**config.mk**
```make
export PLATFORM = sky130hd
export DESIGN_NAME = pipeline_hazard_ctrl
export DESIGN_NICKNAME = d
export VERILOG_FILES = /design/src/rtl/pipeline_hazard_ctrl.sv
export SDC_FILE = /design/constraint.sdc
export NUM_CORES = 1
export LEC_CHECK = 0
export CAP_MARGIN = 20
export CELL_PAD_IN_SITES_DETAIL_PLACEMENT = 0
export CELL_PAD_IN_SITES_GLOBAL_PLACEMENT = 1
export CORE_AREA = 10 10 85 87
export CTS_BUF_LIST = sky130_fd_sc_hd__clkbuf_8
export DETAILED_ROUTE_END_ITERATION = 16
export DIE_AREA = 0 0 95 97
export PLACE_DENSITY = 0.81
export SETUP_SLACK_MARGIN = 0.2
export SYNTH_ARGS = -nofsm -noshare
export SYNTH_HDL_FRONTEND = slang
export SYNTH_SLANG_ARGS = --single-unit
export TNS_END_PERCENT = 50
```
**constraint.sdc**
```tcl
create_clock -name clk -period 1.75 [get_ports clk]
set_input_delay 0.175 -clock clk [delete_from_list [all_inputs] [get_ports clk]]
set_output_delay 0.175 -clock clk [all_outputs]
set_load 0.01 [all_outputs]
```
**src/rtl/pipeline_hazard_ctrl.sv**
```systemverilog
// ---------------------------------------------------------------------------
// pipeline_hazard_ctrl
//   Hazard, forwarding and halt controller for a classic 5-stage pipeline.
//   - Detects load-use hazards in ID. On a hazard it stalls PC and IF/ID and
//     injects a bubble into ID/EX for one cycle.
//   - Flushes IF/ID on a taken branch or a jump. A load-use stall takes
//     priority over the flush.
//   - Selects the EX operand source: 10 = EX/MEM, 01 = MEM/WB,
//     00 = register file. EX/MEM has priority over MEM/WB.
//   - Handles a halt with RUN -> DRAIN (3 cycles) -> HALTED. Only reset
//     leaves HALTED.
//   - Keeps a saturating 16-bit count of load-use stall cycles.
//
// Configuration:
//   PIPE_STEP_EN  When defined, the pipeline advances one cycle per rising
//                 edge of step. On every other cycle it is frozen.
//                 When undefined, step is ignored and pipe_freeze is 0.
//
// Ports:
//   clk, rst_n                     clock, async active-low reset
//   id_rs, id_rt, id_uses_rt       ID source registers / rt-read flag
//   id_branch_taken, id_jump,
//   id_halt                        ID control-flow events
//   ex_memread, ex_rt, ex_rs       EX load flag and source registers
//   mem_regwrite, mem_rd           EX/MEM writeback intent / destination
//   wb_regwrite, wb_rd             MEM/WB writeback intent / destination
//   step                           single-step request (level, sync)
//   pc_write, ifid_write           PC / IF/ID load enables
//   ifid_flush, idex_flush         IF/ID nop / ID/EX bubble
//   fwd_a, fwd_b                   EX operand source selects
//   pipe_freeze                    hold all pipeline registers and PC
//   halted                         pipeline has finished draining
//   stall_cnt                      saturating load-use stall counter
// ---------------------------------------------------------------------------
module pipeline_hazard_ctrl (
  input  logic        clk,
  input  logic        rst_n,
  input  logic [4:0]  id_rs,
  input  logic [4:0]  id_rt,
  input  logic        id_uses_rt,
  input  logic        id_branch_taken,
  input  logic        id_jump,
  input  logic        id_halt,
  input  logic        ex_memread,
  input  logic [4:0]  ex_rt,
  input  logic [4:0]  ex_rs,
  input  logic        mem_regwrite,
  input  logic        wb_regwrite,
  input  logic [4:0]  mem_rd,
  input  logic [4:0]  wb_rd,
  input  logic        step,
  output logic        pc_write,
  output logic        ifid_write,
  output logic        ifid_flush,
  output logic        idex_flush,
  output logic [1:0]  fwd_a,
  output logic [1:0]  fwd_b,
  output logic        pipe_freeze,
  output logic        halted,
  output logic [15:0] stall_cnt
);

  typedef enum logic [1:0] {
    ST_RUN    = 2'd0,
    ST_DRAIN  = 2'd1,
    ST_HALTED = 2'd2
  } state_e;

  localparam logic [1:0] FWD_RF  = 2'b00;
  localparam logic [1:0] FWD_MEM = 2'b10;
  localparam logic [1:0] FWD_WB  = 2'b01;

  state_e      state_q, state_d;
  logic [1:0]  drain_q, drain_d;
  logic [15:0] stall_q, stall_d;
  logic        halted_q, halted_d;
  logic        lu;
  logic        adv;

  // ------------------------------------------------------------------------
  // Advance qualifier.
  // ------------------------------------------------------------------------
`ifdef PIPE_STEP_EN
  logic step_q;

  // One advance cycle per step rise, however long step is held.
  assign adv = step & ~step_q;

  always_ff @(posedge clk or negedge rst_n) begin
    if (!rst_n) step_q <= 1'b0;
    else        step_q <= step;
  end
`else
  logic unused_step;
  assign unused_step = step;
  assign adv         = 1'b1;
`endif

  // Load-use hazard. r0 is never a real dependency.
  assign lu = ex_memread && (ex_rt != 5'd0) &&
              ((ex_rt == id_rs) || (id_uses_rt && (ex_rt == id_rt)));

  // ------------------------------------------------------------------------
  // Forwarding select. The freshest producer (EX/MEM) wins.
  // ------------------------------------------------------------------------
  function automatic logic [1:0] fwd_sel(input logic [4:0] src);
    if (mem_regwrite && (mem_rd != 5'd0) && (mem_rd == src))
      return FWD_MEM;
    else if (wb_regwrite && (wb_rd != 5'd0) && (wb_rd == src))
      return FWD_WB;
    else
      return FWD_RF;
  endfunction

  // Outputs are qualified with rst_n so they show their reset values for as
  // long as reset is held, whatever the hazard inputs are doing.
  assign fwd_a = rst_n ? fwd_sel(ex_rs) : FWD_RF;
  assign fwd_b = rst_n ? fwd_sel(ex_rt) : FWD_RF;

  // ------------------------------------------------------------------------
  // Control outputs and next state.
  // ------------------------------------------------------------------------
  // NOTE: every signal written here gets a default value first. A path that
  // leaves a signal unassigned would infer a latch.
  always_comb begin
    pc_write    = 1'b1;
    ifid_write  = 1'b1;
    ifid_flush  = 1'b0;
    idex_flush  = 1'b0;
    pipe_freeze = 1'b0;
    state_d     = state_q;
    drain_d     = drain_q;
    stall_d     = stall_q;
    halted_d    = halted_q;

    if (!rst_n) begin
      // Keep the reset-time defaults.
    end else if (!adv) begin
      // A frozen cycle holds every register, including the FSM and counters.
      pc_write    = 1'b0;
      ifid_write  = 1'b0;
      pipe_freeze = 1'b1;
    end else begin
      unique case (state_q)
        ST_RUN: begin
          if (lu) begin
            // The stall wins over branch/jump and defers a halt.
            pc_write   = 1'b0;
            ifid_write = 1'b0;
            idex_flush = 1'b1;
            if (stall_q != 16'hFFFF) stall_d = stall_q + 16'd1;
          end else begin
            if (id_branch_taken || id_jump) ifid_flush = 1'b1;
            if (id_halt) begin
              state_d = ST_DRAIN;
              drain_d = 2'd3;
            end
          end
        end

        ST_DRAIN: begin
          pc_write   = 1'b0;
          ifid_write = 1'b0;
          ifid_flush = 1'b1;
          drain_d    = drain_q - 2'd1;
          // Leave after the third drain cycle, when the counter reaches 0.
          if (drain_q <= 2'd1) begin
            state_d  = ST_HALTED;
            halted_d = 1'b1;
          end
        end

        ST_HALTED: begin
          pc_write   = 1'b0;
          ifid_write = 1'b0;
          idex_flush = 1'b1;
        end

        default: begin
          state_d = ST_RUN;
          drain_d = 2'd0;
        end
      endcase
    end
  end

  // NOTE: state uses non-blocking assignments, so every register samples the
  // values from before the edge.
  always_ff @(posedge clk or negedge rst_n) begin
    if (!rst_n) begin
      state_q  <= ST_RUN;
      drain_q  <= 2'd0;
      stall_q  <= 16'd0;
      halted_q <= 1'b0;
    end else begin
      state_q  <= state_d;
      drain_q  <= drain_d;
      stall_q  <= stall_d;
      halted_q <= halted_d;
    end
  end

  assign halted    = halted_q;
  assign stall_cnt = stall_q;

endmodule

```
; ---- Word level (Yosys, flattened, before mapping)
; Index checks and enable logic that the tools add are counted.
[classes]
n_addsub = 2
order_cmp = 1
n_eq_ne = 12
muxes = 23
bitwise_logic = 1
reduce_logical = 20
[ops]
columns = cell, n
row1 = equality test 5 bit, 6
row2 = 2-to-1 mux 2 bit, 9
row3 = "adder 16 x 1 -> 16 bit, second input constant", 1
row4 = "!= test 16 bit, second input constant", 1
row5 = nonzero test 5 bit, 3
row6 = case mux 2 bit (3 select lines), 2
row7 = logical AND 1 bit, 9
row8 = 2-to-1 mux 1 bit, 9
row9 = AND reduction 4 bit, 2
row10 = "!= test 2 bit, second input constant", 3
row11 = case mux 1 bit (2 select lines), 3
row12 = AND reduction 5 bit, 1
row13 = AND reduction 3 bit, 1
row14 = "equality test 2 x 1 -> 1 bit, second input constant", 1
row15 = "equality test 2 bit, second input constant", 1
row16 = "<= comparator 2 x 1 -> 1 bit, second input constant", 1
row17 = zero test 2 bit, 1
row18 = logical OR 1 bit, 2
row19 = OR reduction 2 bit, 1
row20 = "subtractor 2 x 1 -> 2 bit, second input constant", 1
row21 = inverter 1 bit, 1
[totals]
reg_bits = 21
out_inout_bits = 26
word_cells = 63

; ---- Longest topological paths before layout
[logic_depth]
depth_word = 7
ltp_mapped = 8

; ---- Worst setup path after synthesis
; Ideal clock, no wire load.
[synth_path]
kind = input to output
startpoint = input ex_rt[1]
endpoint = output pc_write
arrival_ns = 1.709
t_required_ns = 1.575
path_slack_ns = -0.134
stages = 6
n_path_buf = 2
path_cell_list = buf_2 -> or4_4 -> o21ai_4 -> nor3_1 -> o21ai_0 -> buf_4
[synth_via]
elab_chain_len = 7
word_cells_on_any_way = 10
classes_between = 2 x eq/ne / 3 x mux / 5 x reduce/logical
[synth_lines]
columns = item, line_no
row1 = "start, declared", 45  ; input logic [4:0] ex_rt,
row2 = equality test 5 bit, 101  ; ((ex_rt == id_rs) || (id_uses_rt && (ex_rt == id_rt)));
row3 = logical AND 1 bit, 101
row4 = logical OR 1 bit, 101
row5 = logical AND 1 bit *, 100  ; assign lu = ex_memread && (ex_rt != 5'd0) &&
row6 = 2-to-1 mux 1 bit *, -
row7 = case mux 1 bit (2 select lines) *, -
row8 = 2-to-1 mux 1 bit *, -
row9 = "end, declared", 52  ; output logic pc_write,
; Mark *: on every way between the ends. The rest lies on a longest branch, timed or not.

; ---- Worst setup path in the final report
[layout_path]
startpoint = register stall_q[0], in the netlist stall_cnt[0]
endpoint = register stall_q[1], in the netlist stall_cnt[1]
[layout_via]
elab_chain_len = 2
word_cells_on_any_way = 3
classes_between = 1 x add/sub / 1 x eq/ne / 1 x reduce/logical
[layout_lines]
columns = item, line_no
row1 = "start, declared", 75  ; logic [15:0] stall_q, stall_d;
row2 = "start signal, assigned", 198  ; stall_q <= stall_d;
row3 = branches (longest 2 deep; another with adder 16 x 1 -> 16 bit), -
; Several ways; the timed one is not identified.
; A chain may end at the register's enable or synchronous reset.

==> impl_metrics.json <==
{
  "clk_pin_slew_worst_paths_ns": 0.08,
  "r2r_cells": 7,
  "hold_path_class": "primary input to register",
  "finalCriticalPeriod_ns": 1.72,
  "yosysWarnings": 0,
  "grt_pass1_wl_mm": 8.76,
  "dieWidth_um": 95,
  "drc": 0,
  "multiInputGateArea_mm2": 0.00120,
  "dp.cells": 339,
  "regArea_um2": 527,
  "async_reset_ff_share_pct": 100,
  "crit_fanout": 7,
  "nNetsFinal": 325,
  "cts_root_buf": "clkbuf_8",
  "max_stage_delay_ns": 0.40,
  "synth_compound_area_share_pct": 9.89,
  "use_met3_pct": 3.47,
  "internal-power_mw": 1.36,
  "max_freq_mhz": 581,
  "fillers": 509,
  "vias": 1573,
  "path_cells": "ha_2 > nand3_2 > nor3_2 > a41o_1 > nor3_4 > buf_6 > mux2_4",
  "htreeDepth": 1,
  "initial_core_util_pct": 28.7,
  "r2r_start": "stall_cnt[0]$_DFFE_PN0P_",
  "whs_ns": 0.365,
  "hp-start": "rst_n",
  "synth.area.top_cells": "dfrtp_1, xor2_1, xnor2_1",
  "hpwl_mm": 4.27,
  "synth_ff_type": "dfrtp_1",
  "rsz0062_at_grt": "true",
  "ys_ff_latch": 21,
  "r2r_slack_ns": 0.03,
  "path_class": "register to register",
  "finalPower_mw": 2.11,
  "cts_buffers": 3,
  "yosysSeqAreaShare_pct": 33.5,
  "grt_antenna_before_repair": 0,
  "grt_pass1_vias": 1744,
  "dpl_cell_area_mm2": 0.00267,
  "slowest_stage": "dfrtp_1",
  "gp_congestion": 0.876,
  "reg2reg_to": "stall_cnt[1]$_DFFE_PN0P_",
  "met1_usage_pct": 13.8,
  "ir_drop_mv": 0.455,
  "cp.required_ns": 1.91,
  "worstPathArrival_ns": 1.89,
  "drtIter0Drc": 37,
  "grt_max_degree": 22,
  "finClkSkew_ns": 0.00722,
  "clock-sinks": 21,
  "num_io_pins": 66,
  "grt-busiest-layer": "met2",
  "wirelength_mm": 5.33,
  "fin_setup_tns_ns": 0,
  "grt.overflow.total": 0,
  "area_growth_pct": 89.2,
  "synth_enable_flop_cells": 0,
  "synth_fa_ha_area_share_pct": 3.99,
  "min_path_cells": 3,
  "outcome": "finished clean",
  "crit_path_end_kind": "register",
  "fin_crit_sh_pct": 98.4,
  "crit_path_start_kind": "register",
  "ys_types": 42,
  "insertion_delay_ns": 0.27,
  "dp_slack_ns": -0.764,
  "power.static_leakage_nw": 1.35,
  "syn_nets": 202,
  "syn_inst": 157,
  "seqPwrFrac_pct": 28.7,
  "tritoncts": "yes",
  "routedWlPerCell_um": 15.2,
  "combPwrFrac_pct": 55.5,
  "p_sw_mw": 0.747,
  "synthXorXnorAreaFrac_pct": 25.1,
  "port_buffers": 63,
  "switching_share_pct": 35.4,
  "synth_top_cell_area_share_pct": 33.5,
  "rows": 27,
  "drive_gt1_share_pct": 49.8,
  "coreArea_mm2": 0.00547,
  "yosys.area_share.simple_pct": 20.4,
  "dieArea_mm2": 0.00922,
  "die_h_um": 97,
  "startpoint": "stall_cnt[0]$_DFFE_PN0P_",
  "timing.final.ws_setup_ns": 0.0280,
  "maxCapViolations": 0,
  "design_area_mm2": 0.00297,
  "clock_path_buffers": 2,
  "final_antenna_net_count": 0,
  "yosysTopAreaCell": "dfrtp_1",
  "num_antenna_cells": 0,
  "post-route-util_pct": 54.2,
  "hold_violations": 0,
  "final-instance-count-excl-fill": 351,
  "vias_per_cell": 4.48,
  "synth.cell_area_mm2": 0.00157,
  "grt_util_all_layers_pct": 11.9,
  "setup_violations": 0,
  "p_clk_share_pct": 15.9,
  "syn_area_per_cell_um2": 9.99,
  "holdPathEnd": "halted$_DFFE_PN0P_",
  "muxShareOfSynthArea_pct": 1.99,
  "slew_viol_final": 0,
  "synth_top_family_by_area": "XOR/XNOR gates",
  "cellPowerDensity_mw_per_mm2": 711,
  "drt_pass1_iterations": 4,
  "met2_usage_pct": 20.7
}
-- timing repair --
action                                  CTS  global route
hold endpoints to repair                 21             0
endpoints found under the setup margin   28            30
cloned                                    0             0
buffers inserted                          5             1
hold buffers                              1             0
gates resized for setup                 154            26
pin swaps                                49            19
-- worst max path at each step --
stage,slack [ns],to
global route,-0.09,stall_cnt[1]$_DFFE_PN0P_
floorplan,-0.06,stall_cnt[14]$_DFFE_PN0P_
detailed placement,-0.76,fwd_b[0]
global placement,-0.74,ifid_flush
CTS,-0.03,stall_cnt[1]$_DFFE_PN0P_
finish,0.03,stall_cnt[1]$_DFFE_PN0P_
-- critical path, delay by kind of cell (launching register included) --
kind                     cells  cell delay, ns
flip-flops                   1            0.40
multiplexers                 1            0.29
AO/OA/AOI/OAI                1            0.26
buffers and inverters        1            0.16
AND/OR/NAND/NOR              3            0.31
adder cells (fa/ha/maj)      1            0.19
-- cells in the mapped netlist, types with 3 or more instances --
library cell	count
or4_1	4
nor2_1	4
a21oi_1	4
inv_1	4
xor2_1	25
xnor2_1	20
nand2_1	6
nand3_1	5
dfrtp_1	21
ha_1	5
nor3_1	3
nand3_2	4
nor4_1	5
and2_1	4
buf_2	4
nand4_1	5
-- area by class of cell --
class,count,area share (%)
multi-input combinational,123,40.3
timing repair buffer,127,36.8
sequential,21,17.7
tap,72,3.04
clock buffer,3,1.39
inverter,4,0.506
clock inverter,1,0.253
-- power by group through the flow --
stage / logic, mW / registers [mW] / clock network [mW]
finish: 1.17 / 0.605 / 0.335
global route: 1.30 / 0.614 / 0.367
CTS: 1.12 / 0.604 / 0.345
detailed placement: 1.01 / 0.614 / 0
global placement: 0.992 / 0.608 / 0
floorplan: 0.458 / 0.628 / 0
-- registers in the layout (all words and copies together) (netlist names) --
signal     cells
drain_q        2
halted         1
stall_cnt     16
state_q        2
-- per-layer routing --
| metal | up-vias | share of wire (%) |
|---|---|---|
| li1 | 790 | - |
| met1 | 755 | 42 |
| met2 | 24 | 52 |
| met3 | 4 | 4.5 |
| met4 | 0 | 0.69 |
| met5 | - | 0 |
-- kinds of logic after synthesis --
family                   after synthesis
other                                  1
XOR/XNOR                              45
buffers and inverters                 13
AND/OR/NAND/NOR                       50
multiplexers                           3
adder cells (fa/ha/maj)                5
AO/OA/AOI/OAI                         19
flip-flops                            21
-- cell usage in the layout (no fill, tap or decap), drive strengths merged, types with 5 or more instances in the layout --
| cell | synthesis | routed |
|---|---|---|
| xor2 | 25 | 25 |
| or4 | 5 | 5 |
| dfrtp | 21 | 21 |
| nand4 | 5 | 5 |
| nor4 | 6 | 6 |
| clkdlybuf4s50 | 0 | 22 |
| buf | 8 | 85 |
| dlygate4sd2 | 0 | 9 |
| clkbuf | 1 | 7 |
| nand3 | 9 | 9 |
| ha | 5 | 5 |
| xnor2 | 20 | 20 |
| nand2 | 6 | 6 |
Note: power is estimated with default switching activity, not from simulation.
